File: config.mk
export PLATFORM = sky130hd
export DESIGN_NAME = seq_detect_param
export DESIGN_NICKNAME = d
export VERILOG_FILES = /design/src/rtl/seq_detect_param.sv
export SDC_FILE = /design/constraint.sdc
export NUM_CORES = 1
export LEC_CHECK = 0
export BUFFER_PORTS_ARGS = -buffer_cell sky130_fd_sc_hd__buf_4
export CAP_MARGIN = 0
export CORE_MARGIN = 4
export CORE_UTILIZATION = 44
export CTS_BUF_LIST = sky130_fd_sc_hd__clkbuf_4 sky130_fd_sc_hd__clkbuf_8
export DETAILED_ROUTE_END_ITERATION = 7
export GPL_TIMING_DRIVEN = 0
export PLACE_DENSITY = 0.67
export SETUP_SLACK_MARGIN = 0.5
export SLEW_MARGIN = 20
export SYNTH_ARGS = -nofsm -noshare
export SYNTH_HDL_FRONTEND = slang
export SYNTH_SLANG_ARGS = --single-unit
File: constraint.sdc
create_clock -name clk -period 2.49 [get_ports clk]
set_input_delay 0.1245 -clock clk [delete_from_list [all_inputs] [get_ports clk]]
set_output_delay 0.1245 -clock clk [all_outputs]
set_load 0.05 [all_outputs]
File: src/rtl/seq_detect_param.sv
// Runtime-loadable W-bit serial pattern detector with overlapping or
// non-overlapping matching, a Mealy match pulse, its registered copy and a saturating counter.
module seq_detect_param #(
    parameter int              W        = 3,
    parameter logic [W-1:0]    PAT_INIT = W'(3'b101),
    parameter int              CNT_W    = 8
) (
    input  logic             clk,
    input  logic             reset,
    input  logic             x,
    input  logic             valid,
    input  logic             load,
    input  logic [W-1:0]     pat,
    input  logic             overlap,
    input  logic             cnt_clr,
    output logic             y,
    output logic             y_q,
    output logic [CNT_W-1:0] match_cnt
);

    localparam int            FILL_W = $clog2(W);
    localparam logic [FILL_W-1:0] FILL_FULL = FILL_W'(W - 1);

    logic [W-1:0]     pat_q, pat_d;
    logic             ovl_q, ovl_d;
    logic [W-2:0]     hist_q, hist_d;
    logic [FILL_W-1:0] fill_q, fill_d;
    logic             y_reg_q;
    logic [CNT_W-1:0] cnt_q, cnt_d;

    logic [W-1:0]     shift_w;
    logic             hit;

    // Stream handshake: valid qualifies x, there is no ready; every valid bit is consumed on its edge.
    assign shift_w = {hist_q, x};
    assign hit     = (fill_q == FILL_FULL) && (shift_w == pat_q);
    assign y       = valid & ~reset & ~load & hit;

    always_comb begin
        pat_d  = pat_q;
        ovl_d  = ovl_q;
        hist_d = hist_q;
        fill_d = fill_q;
        if (load) begin
            pat_d  = pat;
            ovl_d  = overlap;
            hist_d = '0;
            fill_d = '0;
        end else if (valid) begin
            if (y && !ovl_q) begin
                // Non-overlapping: a match restarts the search from scratch.
                hist_d = '0;
                fill_d = '0;
            end else begin
                hist_d = shift_w[W-2:0];
                fill_d = (fill_q == FILL_FULL) ? FILL_FULL : fill_q + 1'b1;
            end
        end
    end

    always_comb begin
        cnt_d = cnt_q;
        if (cnt_clr) begin
            cnt_d = '0;
        end else if (y && (cnt_q != {CNT_W{1'b1}})) begin
            cnt_d = cnt_q + 1'b1;
        end
    end

    always_ff @(posedge clk) begin
        if (reset) begin
            pat_q   <= PAT_INIT;
            ovl_q   <= 1'b1;
            hist_q  <= '0;
            fill_q  <= '0;
            y_reg_q <= 1'b0;
            cnt_q   <= '0;
        end else begin
            pat_q   <= pat_d;
            ovl_q   <= ovl_d;
            hist_q  <= hist_d;
            fill_q  <= fill_d;
            y_reg_q <= y;
            cnt_q   <= cnt_d;
        end
    end

    assign y_q       = y_reg_q;
    assign match_cnt = cnt_q;

endmodule

Word-level counts from Yosys, hierarchy flattened
Cells that the tools add are included.

word-level totals
  bits in registers = 17
  latch bits = 0
  memory bits (writable) = 0
  bits in read-only memories = 0
  output and inout bits = 10
  memories = 0

operators by class
  add/sub/neg operators = 2
  $mul = 0
  div/mod/pow operators = 0
  $lt $le $gt $ge = 0
  equality and inequality tests = 3
  shifts and indexed selects = 0
  mux-type cells = 3
  bitwise gates (word level) = 5
  reductions and logical operators = 6

operators by type and width
  cell                 number
  $add 8x1->8 const B  1
  $ne 8x8->1 const B   1
  $mux 2               3
  $reduce_or 2->1      2
  $and 1x1->1          3
  $eq 3x3->1           1
  $logic_and 1x1->1    3
  $add 2x1->2 const B  1
  $eq 2x2->1 const B   1
  $not 1->1            2
  $logic_not 1->1      1

Logic depth before layout (Yosys ltp)
Gate-level depths: netlist of run 1.

  word-level depth = 6
  gate-level depth with buffers = 7
  depth with buffers taken out = 7

Least setup slack after synthesis of run 1
OpenSTA, ideal clock, no wires.

  path type = flip-flop to flip-flop
  start = register cnt_q[0] (netlist: match_cnt[0])
  end = register cnt_q[5] (netlist: match_cnt[5])
  setup time = 70 ps
  data arrival time = 1,742 ps
  required time = 2,420 ps
  slack = 678 ps
  stages on the path, launching flop included = 6
  path through = dfxtp_1 -> ha_1 -> and4_1 -> buf_2 -> or4_1 -> a21oi_1

on the way
  cells in the longest elaborated chain, start to end = 2
  elaborated cells on any way between the ends = 3

ends and longest elaborated chain
  item                                                 RTL line  RTL
  start: declaration                                   29        logic [CNT_W-1:0] cnt_q, cnt_d;
  start signal: assignment                             84        cnt_q <= cnt_d;
  branches (longest 2 deep; another with $add 8x1->8)  n/a

Parallel ways; which one is timed is not known.
A chain may end at the register's enable or synchronous reset.

Worst setup path in the final report of run 1
Same ends and word-level chain as after synthesis.

==> results of run 1 <==
kinds of logic (layout without fill, tap and decap cells):
family,count (synthesis),in the layout,synth area share (%)
xor+xnor,3,3,3.08
compound gates,24,24,20.3
flops,17,17,39.9
simple gates,31,31,22.6
mux,2,2,2.35
fa+ha+maj,3,3,4.41
buf+inv,12,32,7.34
worst max-delay path, cell delays in order, from the launching register on:
cell	delay, ns
dfxtp_1	0.37
ha_1	0.26
and4_1	0.23
buf_2	0.18
or4_1	0.47
a21oi_1	0.15
per-stage QoR:
stage          total power, mW  setup WS, ns
6_report                 0.479         0.785
5_1_grt                  0.503         0.601
4_1_cts                  0.486         0.771
3_5_place_dp             0.332         0.797
3_3_place_gp             0.331         0.814
2_1_floorplan            0.318         0.678
sequential cells by signal, indices dropped and copies added (netlist names):
signal	count
y_q	1
match_cnt	8
pat_q	3
ovl_q	1
hist_q	2
fill_q	2
power breakdown:
part	internal (mW)	leakage, nW	switching [mW]	total, mW
Sequential	0.278	0.138	0.00413	0.282
Combinational	0.0232	0.253	0.0199	0.0431
Clock	0.0730	0.0184	0.0812	0.154
Total	0.374	0.410	0.105	0.479
layer usage:
layer / GRT usage (%) / vias to the layer above
met1: 18.8 / 318
met5: 0 / -
met3: 3.44 / 2
li1: - / 381
met4: 5.24 / 0
met2: 20.7 / 16
placed cells by master, fill, tap and decap left out, types with 2 or more instances in the layout:
| cell type | Yosys | final |
|---|---|---|
| dfxtp_1 | 17 | 17 |
| buf_4 | 0 | 16 |
| nor2_1 | 7 | 7 |
| a21oi_1 | 7 | 7 |
| inv_1 | 6 | 6 |
| nand3_1 | 5 | 5 |
| o31ai_1 | 4 | 4 |
| clkbuf_4 | 0 | 4 |
| xnor2_1 | 3 | 3 |
| nand2_1 | 3 | 3 |
| o211ai_1 | 3 | 3 |
| nor2b_1 | 3 | 3 |
| a211o_1 | 3 | 3 |
| or4_1 | 3 | 3 |
| ha_1 | 3 | 3 |
| buf_6 | 2 | 2 |
| buf_2 | 2 | 2 |
| clkbuf_1 | 2 | 2 |
| and4_1 | 2 | 2 |
| or2_2 | 2 | 2 |
| mux2i_1 | 2 | 2 |
| nand2b_1 | 2 | 2 |
| o311ai_0 | 2 | 2 |
| o41ai_1 | 2 | 2 |
how the worst min path moves through the flow:
stage	startpoint	endpoint	depth (start not counted)	slack [ns]
3_3_place_gp	reset	pat_q[1]	2	0.33
2_1_floorplan	overlap	ovl_q	1	0.24
6_report	reset	pat_q[1]	2	0.03
5_1_grt	reset	pat_q[1]	2	0.02
3_5_place_dp	overlap	ovl_q	2	0.33
4_1_cts	reset	pat_q[1]	2	0.02
final cells by class:
cell class / instances / area [µm²]
Buffer: 6 / 40.0
Clock buffer: 4 / 30.0
Fill cell: 171 / 749
Inverter: 6 / 22.5
Multi-Input combinational cell: 63 / 449
Sequential cell: 17 / 340
Tap cell: 25 / 31.3
Timing Repair Buffer: 16 / 120
==> impl_results.md, run 1 <==
* Area leader, netlist: dfxtp_1
* CP arrival at 1.92 ns
* Crit path launch type: flip-flop
* Synthesized Nets at 105
* Post-Syn Area per Cell at 9.26 µm²
* Clock transition at path regs at 0.09 ns
* Ys async rst share at 0%
* Synth area leaders: dfxtp_1, ha_1, a21oi_1, o31ai_1, nor2_1
* Status: completed
* GRT Util Overall at 13.8%
* VDD IR max at approximately 0.3 mV
* CP Max Fanout at 10
* N_diodes at 0
* Largest net degree at the start of global routing at 11
* Synthesis-to-finish area growth at 21.3%
* Post-CTS sizing at 0
* Hpwl dp at 1.26 mm
* Commonest cells post-synth: dfxtp_1, a21oi_1, nor2_1, inv_1, nand3_1
* Share of layout cells above drive strength 1 at 24.1%
* Vias in the first global route at around 650
* Clock latency at the later pin of the worst-skew pair at 0.28 ns
* Power Dens Cells at 464 mW/mm²
* Seq cells post-synth at 17
* Clk buf depth at 2
* M1 WL at 803 µm
* Distinct cells, synth at 29
* Starting DRT DRC Count at 13
* Sink Count at 17
* Crit path capture: match_cnt[5]
* Top Ports at 20
* RSZ-0062 raised after global routing: false
* Slew margin rel. at 69.8%
* Number of CTS-inserted buffers at 3
* Grt total ovfl at 0
* Drt pass-1 iters at 4
* Initial Utilization at between 40% and 50%
* Setup Skew at 0.00169 ns
* PortBufs at 16
* Hold crit path type: input port to flip-flop
* Crit. End Element: flip-flop
* Max-slew violation count at 0
* Placed Cells at 133
* Synth Flop Type: dfxtp_1
* Post-DRT Antenna Nets at 0
* # rows at 15
* Lkg Pwr at 0.410 nW
* H-tree levels at 1
* Final hold vios at 0
* Post-synth EDFFs at 0
* Max_cap viols at 0
* Die width at 52.0 µm
* Share of the synthesized area in the top cell type at 39.9%
* Total Wirelength at 1.65 mm
* Cells after Synth at 92
* Initial antenna violation count at 0
* Tightest Pin Transition at approximately 0.45 ns
* Max frequency at 587 MHz
* CTS Root Cell: clkbuf_4
* Hold-fix buffers, CTS at 0
* Top sig layer: met4
* Setup TNS at 0 ns
* R2R setup slack at roughly 0.79 ns
* Final GP Congestion at 0.759
* Core area at between 0.0015 and 0.002 mm²
* Remaining DRCs at 0
* Die height at 52.0 µm
* Period utilization at 68.5%
* Final Setup Violations at 0
* Fin cells at 137
* Via count at 717
* WP data required at 2.71 ns
* Cell with the most instances after synthesis: dfxtp_1
* DR vias/cell at 5.23
* Crit Reg-Reg Endpoint: match_cnt[5]
* WL/cell at 12.0 µm
* WL met2 at 749 µm
* CTS tree: yes
* Seq/Total Area, Yosys at 39.9%
* Post-DP Area at roughly 0.0010 mm²
* Synth Cell Area at 852 µm²
* Reg2Reg Depth at 5
* First-pass GRT wire length at around 2.8 mm
* DIE AREA at 0.00270 mm²
* DR WL met3 at 79 µm
* Finished Core Util at between 50 and 60%
* Postcts setup bufs at 0
* Min Tclk post-route at ~1.7 ns
* R2r startpoint: match_cnt[0]
* Worst Setup SP: match_cnt[0]
* Final Cell Area at 0.00103 mm²
* Nets at 126
* YS warnings at 0
* Fin Hold WS at 0.0327 ns
* Critical path class: flip-flop to flip-flop
Note: power is estimated with default switching activity, not from simulation.
==> run 2: changes to the inputs <==
- ABC_AREA: default -> 1
- PLACE_DENSITY: 0.67 -> 0.66
- clock period: 2.49 -> 1.8 ns (I/O delays scaled with it)
==> run 2 against run 1 <==
Clock skew fell by 0.00075 ns. Global-route usage rose by 3.8 points. Largest cell class unchanged. Synthesized cell count rose by 54%. Clock-buffer cell count did not move. Highest routed layer unchanged. Worst hold slack got worse by 0.026 ns. Register-to-register slack got worse by 0.30 ns. Largest power group unchanged.
==> impl_results.md, run 2 <==
* H-tree levels at 1 (unchanged)
* Top Ports at 20 (unchanged)
* Power Dens Cells at 528 mW/mm² (+14%)
* Lkg Pwr at 0.587 nW (+43%)
* Post-Syn Area per Cell at 6.83 µm² (-26%)
* Slew margin rel. at 81.9% (+12 points)
* CTS tree: yes
* Hpwl dp at 1.67 mm (+32%)
* Starting DRT DRC Count at 10 (-3)
* Drt pass-1 iters at 5 (+1)
* Crit path launch type: flip-flop
* Grt total ovfl at 0 (unchanged)
* Nets at 182 (+44%)
* DIE AREA at 0.00302 mm² (+12%)
* Cell-internal power at 0.520 mW (+39%)
* Die height at 54.9 µm (+5.7%)
* GRT Util Overall at 17.6% (+3.8 points)
* Synth Cell Area at 970 µm² (+14%)
* Sink Count at 17 (unchanged)
* CP arrival at 1.26 ns (-0.66 ns)
* Clock transition at path regs at 0.10 ns (about the same)
* Power share of the clock group at 31.7% (-0.5 points)
* Area leader, netlist: dfxtp_1
* Clock latency at the later pin of the worst-skew pair at 0.28 ns (about the same)
* YS warnings at 0 (unchanged)
* CP peak stage delay at 0.32 ns (-0.15 ns)
* Commonest cells post-synth: nand2_1, dfxtp_1, a21oi_1, inv_1, nand3_1
* Worst path cell trace: inv_2, ha_4, nand2_4, nor2_4, nand2_4, nor2_8, buf_8
* Max_cap viols at 0 (unchanged)
* N_diodes at 0 (unchanged)
* Crit. End Element: primary output
* Synth Flop Type: dfxtp_1
* Hold crit path type: input port to flip-flop
* Core area at 0.00202 mm² (+13%)
* Number of flip-flops under the largest register name at 8 (unchanged)
* Max frequency at 740 MHz
* Reg power frac at 56.0% (-2.8 points)
* Remaining DRCs at 0 (unchanged)
* Post-synth EDFFs at 0 (unchanged)
* Seq/Total Area, Yosys at 35.1% (-4.8 points)
* Power Total at 0.699 mW (+46%)
* Status: completed
* Die width at 54.9 µm (+5.7%)
* Initial Utilization at 48.0% (+0.17 points)
* Commonest non-fill, non-tap cell in the layout: nand2_1
* Cells after Synth at 142 (+54%)
* RSZ-0062 raised after global routing: true
* Clk buf depth at 2 (unchanged)
* Vias in the first global route at 916 (+40%)
* WP buf/inv at 2 (+1)
* Tightest Pin Transition at 0.271 ns (-0.182 ns)
* VDD IR max at 0.432 mV (+48%)
* Critical path class: flip-flop to primary output
* CP top delay family: flip-flops
* Post-DP Area at 0.00122 mm² (+22%)
* Fin worst setup slack at 0.448 ns (-0.337 ns)
* WP data required at 1.71 ns (-1.00 ns)
* Via count at 942 (+31%)
* Final Cell Area at 0.00132 mm² (+28%)
* Distinct cells, synth at 20 (-31%)
* Number of CTS-inserted buffers at 3 (unchanged)
* Synth area leaders: dfxtp_1, nand2_1, a21oi_1, nand3_1, inv_1
* Seq cells post-synth at 17 (unchanged)
* Total Wirelength at 2.25 mm (+37%)
* Most used cell, CP: nand2_4
* # rows at 16 (+1)
* Final Setup Violations at 0 (unchanged)
* Largest net degree at the start of global routing at 10 (-1)
* PortBufs at 18 (+2)
* Final GP Congestion at 0.772 (+1.6%)
* Switching power total at 0.179 mW (+70%)
* Period utilization at 75.1%
* Setup WS pre-CTS at 0.470 ns (-0.327 ns)
* Min Tclk post-route at 1.35 ns
* WL/cell at 11.6 µm (-3.9%)
* Initial antenna violation count at 0 (unchanged)
* DR vias/cell at 4.83 (-7.7%)
* Synthesis-to-finish area growth at 36.5%
* CP Max Fanout at 2 (-8)
* Worst path slowest cell: dfxtp_1
* Gate power share at 12.3% (+3.3 points)
* Synthesized Nets at 155 (+48%)
* Share of layout cells above drive strength 1 at 35.1% (+11 points)
* Ys async rst share at 0% (unchanged)
* Most frequent cells in the layout: nand2_1, buf_4, a21oi_1
* CTS Root Cell: clkbuf_4
* Sw Ratio at 25.6% (+3.7 points)
* First-pass GRT wire length at 3.85 mm (+38%)
* Max-slew violation count at 0 (unchanged)
* Post-DRT Antenna Nets at 0 (unchanged)
* Setup Skew at 0.000939 ns (-0.000751 ns)
* Setup TNS at 0 ns (unchanged)
* Cell with the most instances after synthesis: nand2_1
* Share of the synthesized area in the top cell type at 35.1% (-4.8 points)
* Final hold vios at 0 (unchanged)
==> run 2: changes by cell type in the layout (fill, tap and decap cells not counted), moves of 4 or more <==
cell     previous run  this run
a21oi_1             7        15
dfxtp_1            17         7
dfxtp_2             0         8
inv_1               6        14
nand2_1             3        45
nand3_2             0         9
o21ai_0             1         7
o31ai_1             4         0
==> run 2: tightest hold or removal path, cell delays in order <==
cell	delay, ns
buf_4	0.07
nand2_1	0.04
nand3_1	0.06
==> run 2: final timing paths <==
| path | depth (start not counted) | slack (ns) | start | endpoint |
|---|---|---|---|---|
| worst max-delay path | 7 | 0.45 | fill_q[0] | y |
| worst min-delay path | 3 | 0.007 | overlap | ovl_q |
| worst max register to register | 9 | 0.49 | fill_q[0] | match_cnt[4] |
| worst min register to register | 2 | 0.49 | ovl_q | ovl_q |
==> run 2: logic make-up (layout without fill, tap and decap cells) <==
logic type / after synthesis / count (layout) / synth area share (%)
flip-flops: 17 / 17 / 35.1
AND/OR/NAND/NOR: 79 / 79 / 39.2
adder cells (fa/ha/maj): 3 / 3 / 3.87
XOR/XNOR: 3 / 3 / 2.71
AO/OA/AOI/OAI: 22 / 22 / 11.4
buffers and inverters: 18 / 44 / 7.74
==> run 2: area by class of cell <==
class / instances / area [µm²]
fill: 192 / 698
timing repair buffer: 22 / 188
inverter: 17 / 63.8
buffer: 1 / 11.3
sequential: 17 / 358
multi-input combinational: 107 / 639
clock buffer: 4 / 30.0
tap: 27 / 33.8
==> run 2: per-layer routing <==
metal,track usage (%),vias to the layer above,share of wire (%)
met3,2.68,4,2.3
met2,30.5,10,49
met4,5.26,0,1.6
li1,-,503,-
met5,0,-,0
met1,22.2,425,47
==> run 2: timing repair <==
action,CTS,global route
gates resized for setup,6,2
pin swaps,3,0
setup endpoints to repair,9,12
endpoints found under the hold margin,2,0
hold buffers,1,0
setup buffers,3,0
==> run 2: per-stage QoR <==
| stage | std cells | hold WS [ns] | util, % |
|---|---|---|---|
| floorplan | 142 | 0.190 | - |
| global placement | 187 | 0.302 | 60.3 |
| detailed placement | 187 | 0.305 | 60.3 |
| CTS | 195 | 0.000398 | 65.1 |
| global route | 195 | 0.0122 | 65.5 |
| finish | 195 | 0.00654 | 65.5 |
==> run 2: power by group through the flow <==
stage / Clock (mW) / Combinational [mW] / Sequential (mW)
2_1_floorplan: 0 / 0.0509 / 0.397
3_3_place_gp: 0 / 0.0750 / 0.399
3_5_place_dp: 0 / 0.0781 / 0.400
4_1_cts: 0.232 / 0.0848 / 0.392
5_1_grt: 0.242 / 0.0971 / 0.393
6_report: 0.222 / 0.0859 / 0.392
==> run 3: changes to the inputs <==
- clock period: 1.8 -> 1.3 ns (I/O delays scaled with it)
==> run 3 against run 2 <==
Core utilization grew 10 points. Die area unchanged. Worst hold slack got worse by 0.0040 ns. Non-clock buffer count is 6 higher. The flow now finishes with violations (setup timing). Flip-flop and latch count stayed put. Largest cell class unchanged. Critical endpoint unchanged. Largest power group unchanged. Clock skew is essentially flat. Global-route usage is 1.7 points lower.
==> impl_results.md, run 3 (same netlist as run 2, synthesis figures left out) <==
* Setup WS pre-CTS at 0.0254 ns (-0.444 ns)
* Fill cells at 153 (-20%)
* Critical path class: flip-flop to primary output
* Fin worst setup slack at -0.0670 ns (-0.515 ns)
* Number of CTS-inserted buffers at 3 (unchanged)
* Drt pass-1 iters at 5 (unchanged)
* CP arrival at 1.30 ns (+0.04 ns)
* Crit path launch type: flip-flop
* First-pass GRT wire length at 3.45 mm (-10%)
* Top Ports at 20 (unchanged)
* VDD IR max at 0.506 mV (+17%)
* Hpwl dp at 1.55 mm (-7.1%)
* Setup TNS at -0.0781 ns (-0.0781 ns)
* Post-DP Area at 0.00122 mm² (+0.10%)
* Number of flip-flops under the largest register name at 8 (unchanged)
* Final hold vios at 0 (unchanged)
* GRT Util Overall at 15.8% (-1.7 points)
* Most frequent cells in the layout: nand2_1, inv_1, buf_4
* Final Setup Violations at 2 (+2)
* CTS Root Cell: clkbuf_4
* Lkg Pwr at 0.619 nW (+5.5%)
* Synthesis-to-finish area growth at 57.9%
* Clock transition at path regs at 0.10 ns (about the same)
* N_diodes at 0 (unchanged)
* Met2 Track Usage GR at 25.6% (-4.9 points)
* Fin Hold WS at 0.00254 ns (-0.00400 ns)
* Tightest Pin Transition at 0.413 ns (+0.142 ns)
* Worst Setup SP: fill_q[0]
* Met1 Resource Use GR at 21.6% (-0.64 points)
* Reg area at 377 µm² (+5.2%)
* Share of layout cells above drive strength 1 at 44.8% (+9.7 points)
* WP data required at 1.24 ns (-0.47 ns)
* PortBufs at 18 (unchanged)
* Nets at 188 (+3.3%)
* Grt met3 use at 2.41% (-0.27 points)
* Period utilization at 105%
* Max-slew violation count at 0 (unchanged)
* Initial Utilization at 48.0% (unchanged)
* Hold crit path type: input port to flip-flop
* Commonest non-fill, non-tap cell in the layout: nand2_1
* Max frequency at 732 MHz
* Initial antenna violation count at 0 (unchanged)
* Sink Count at 17 (unchanged)
* DR vias/cell at 4.98 (+3.0%)
* Power Dens Cells at 636 mW/mm² (+20%)
* Remaining DRCs at 0 (unchanged)
* Die height at 54.9 µm (unchanged)
* Crit. End Element: primary output
* Starting DRT DRC Count at 8 (-2)
* Failing checks: setup timing
* Slew margin rel. at 72.4% (-9.5 points)
* Status: finished, violations left
* Max_cap viols at 0 (unchanged)
* HP Start: reset
* Setup Skew at 0.00126 ns (+0.000320 ns)
* Clock latency at the later pin of the worst-skew pair at 0.29 ns (about the same)
* RSZ-0062 raised after global routing: true
* # rows at 16 (unchanged)
* Busiest layer in global routing: met2
* H-tree levels at 1 (unchanged)
* Die width at 54.9 µm (unchanged)
* R2r startpoint: fill_q[0]
* Final Cell Area at 0.00153 mm² (+16%)
* Post-DRT Antenna Nets at 0 (unchanged)
* CP Max Fanout at 2 (unchanged)
* WL/cell at 11.4 µm (-1.4%)
* Min Tclk post-route at 1.37 ns
* Vias in the first global route at 794 (-13%)
* Clk buf depth at 2 (unchanged)
* Power Total at 0.973 mW (+39%)
* Via count at 1000 (+6.2%)
* Final GP Congestion at 0.735 (-4.7%)
* Core area at 0.00202 mm² (unchanged)
* CTS tree: yes
* Total Wirelength at 2.29 mm (+1.6%)
* DIE AREA at 0.00302 mm² (unchanged)
* Grt total ovfl at 0 (unchanged)
* Largest net degree at the start of global routing at 10 (unchanged)
* Area occupied by multi-input gates at 707 µm² (+11%)
==> run 3: area by class of cell <==
type / count / area share, %
Tap cell: 27 / 2.21
Sequential cell: 17 / 24.6
Buffer: 1 / 0.735
Multi-Input combinational cell: 107 / 46.2
Inverter: 17 / 4.33
Clock buffer: 4 / 1.96
Timing Repair Buffer: 28 / 20.0
==> run 3: power breakdown <==
group	switching, mW	total, mW	leakage [nW]	internal (mW)
Clock	0.174	0.314	0.0184	0.140
Sequential	0.00925	0.528	0.147	0.519
Combinational	0.0739	0.132	0.454	0.0576
==> run 3: final timing paths <==
kind / to / slack (ns) / depth (start not counted)
max: y / -0.07 / 7
min reg2reg: ovl_q / 0.46 / 2
max reg2reg: match_cnt[3] / -0.01 / 9
min: pat_q[0] / 0.003 / 3
==> run 3: per-layer routing <==
metal	vias to the layer above	part of all wire, %
li1	518	-
met1	460	49
met2	18	47
met3	4	3.2
met4	0	0.92
met5	-	0
==> run 3: per-stage QoR <==
| step | util (%) | instances |
|---|---|---|
| after global routing | 75.7 | 201 |
| after detailed placement | 60.4 | 187 |
| after global placement | 60.4 | 187 |
| after floorplan | - | 142 |
| final | 75.7 | 201 |
| after CTS | 70.0 | 198 |
==> run 3: critical path: stages, from the launching register on <==
cell and delay (ns):
dfxtp_2 0.33, inv_2 0.06, ha_4 0.13, nand2_4 0.05, nor2_4 0.09, nand2_4 0.07
nor2_8 0.11, buf_8 0.15
==> run 3: repair_timing <==
| action | 4_1_cts | 5_1_grt |
|---|---|---|
| pin swaps | 2 | 8 |
| endpoints found under the setup margin | 23 | 23 |
| hold buffers | 4 | 0 |
| gates resized for setup | 30 | 25 |
| gates cloned | 0 | 0 |
| hold endpoints to repair | 6 | 0 |
| buffers inserted | 3 | 3 |
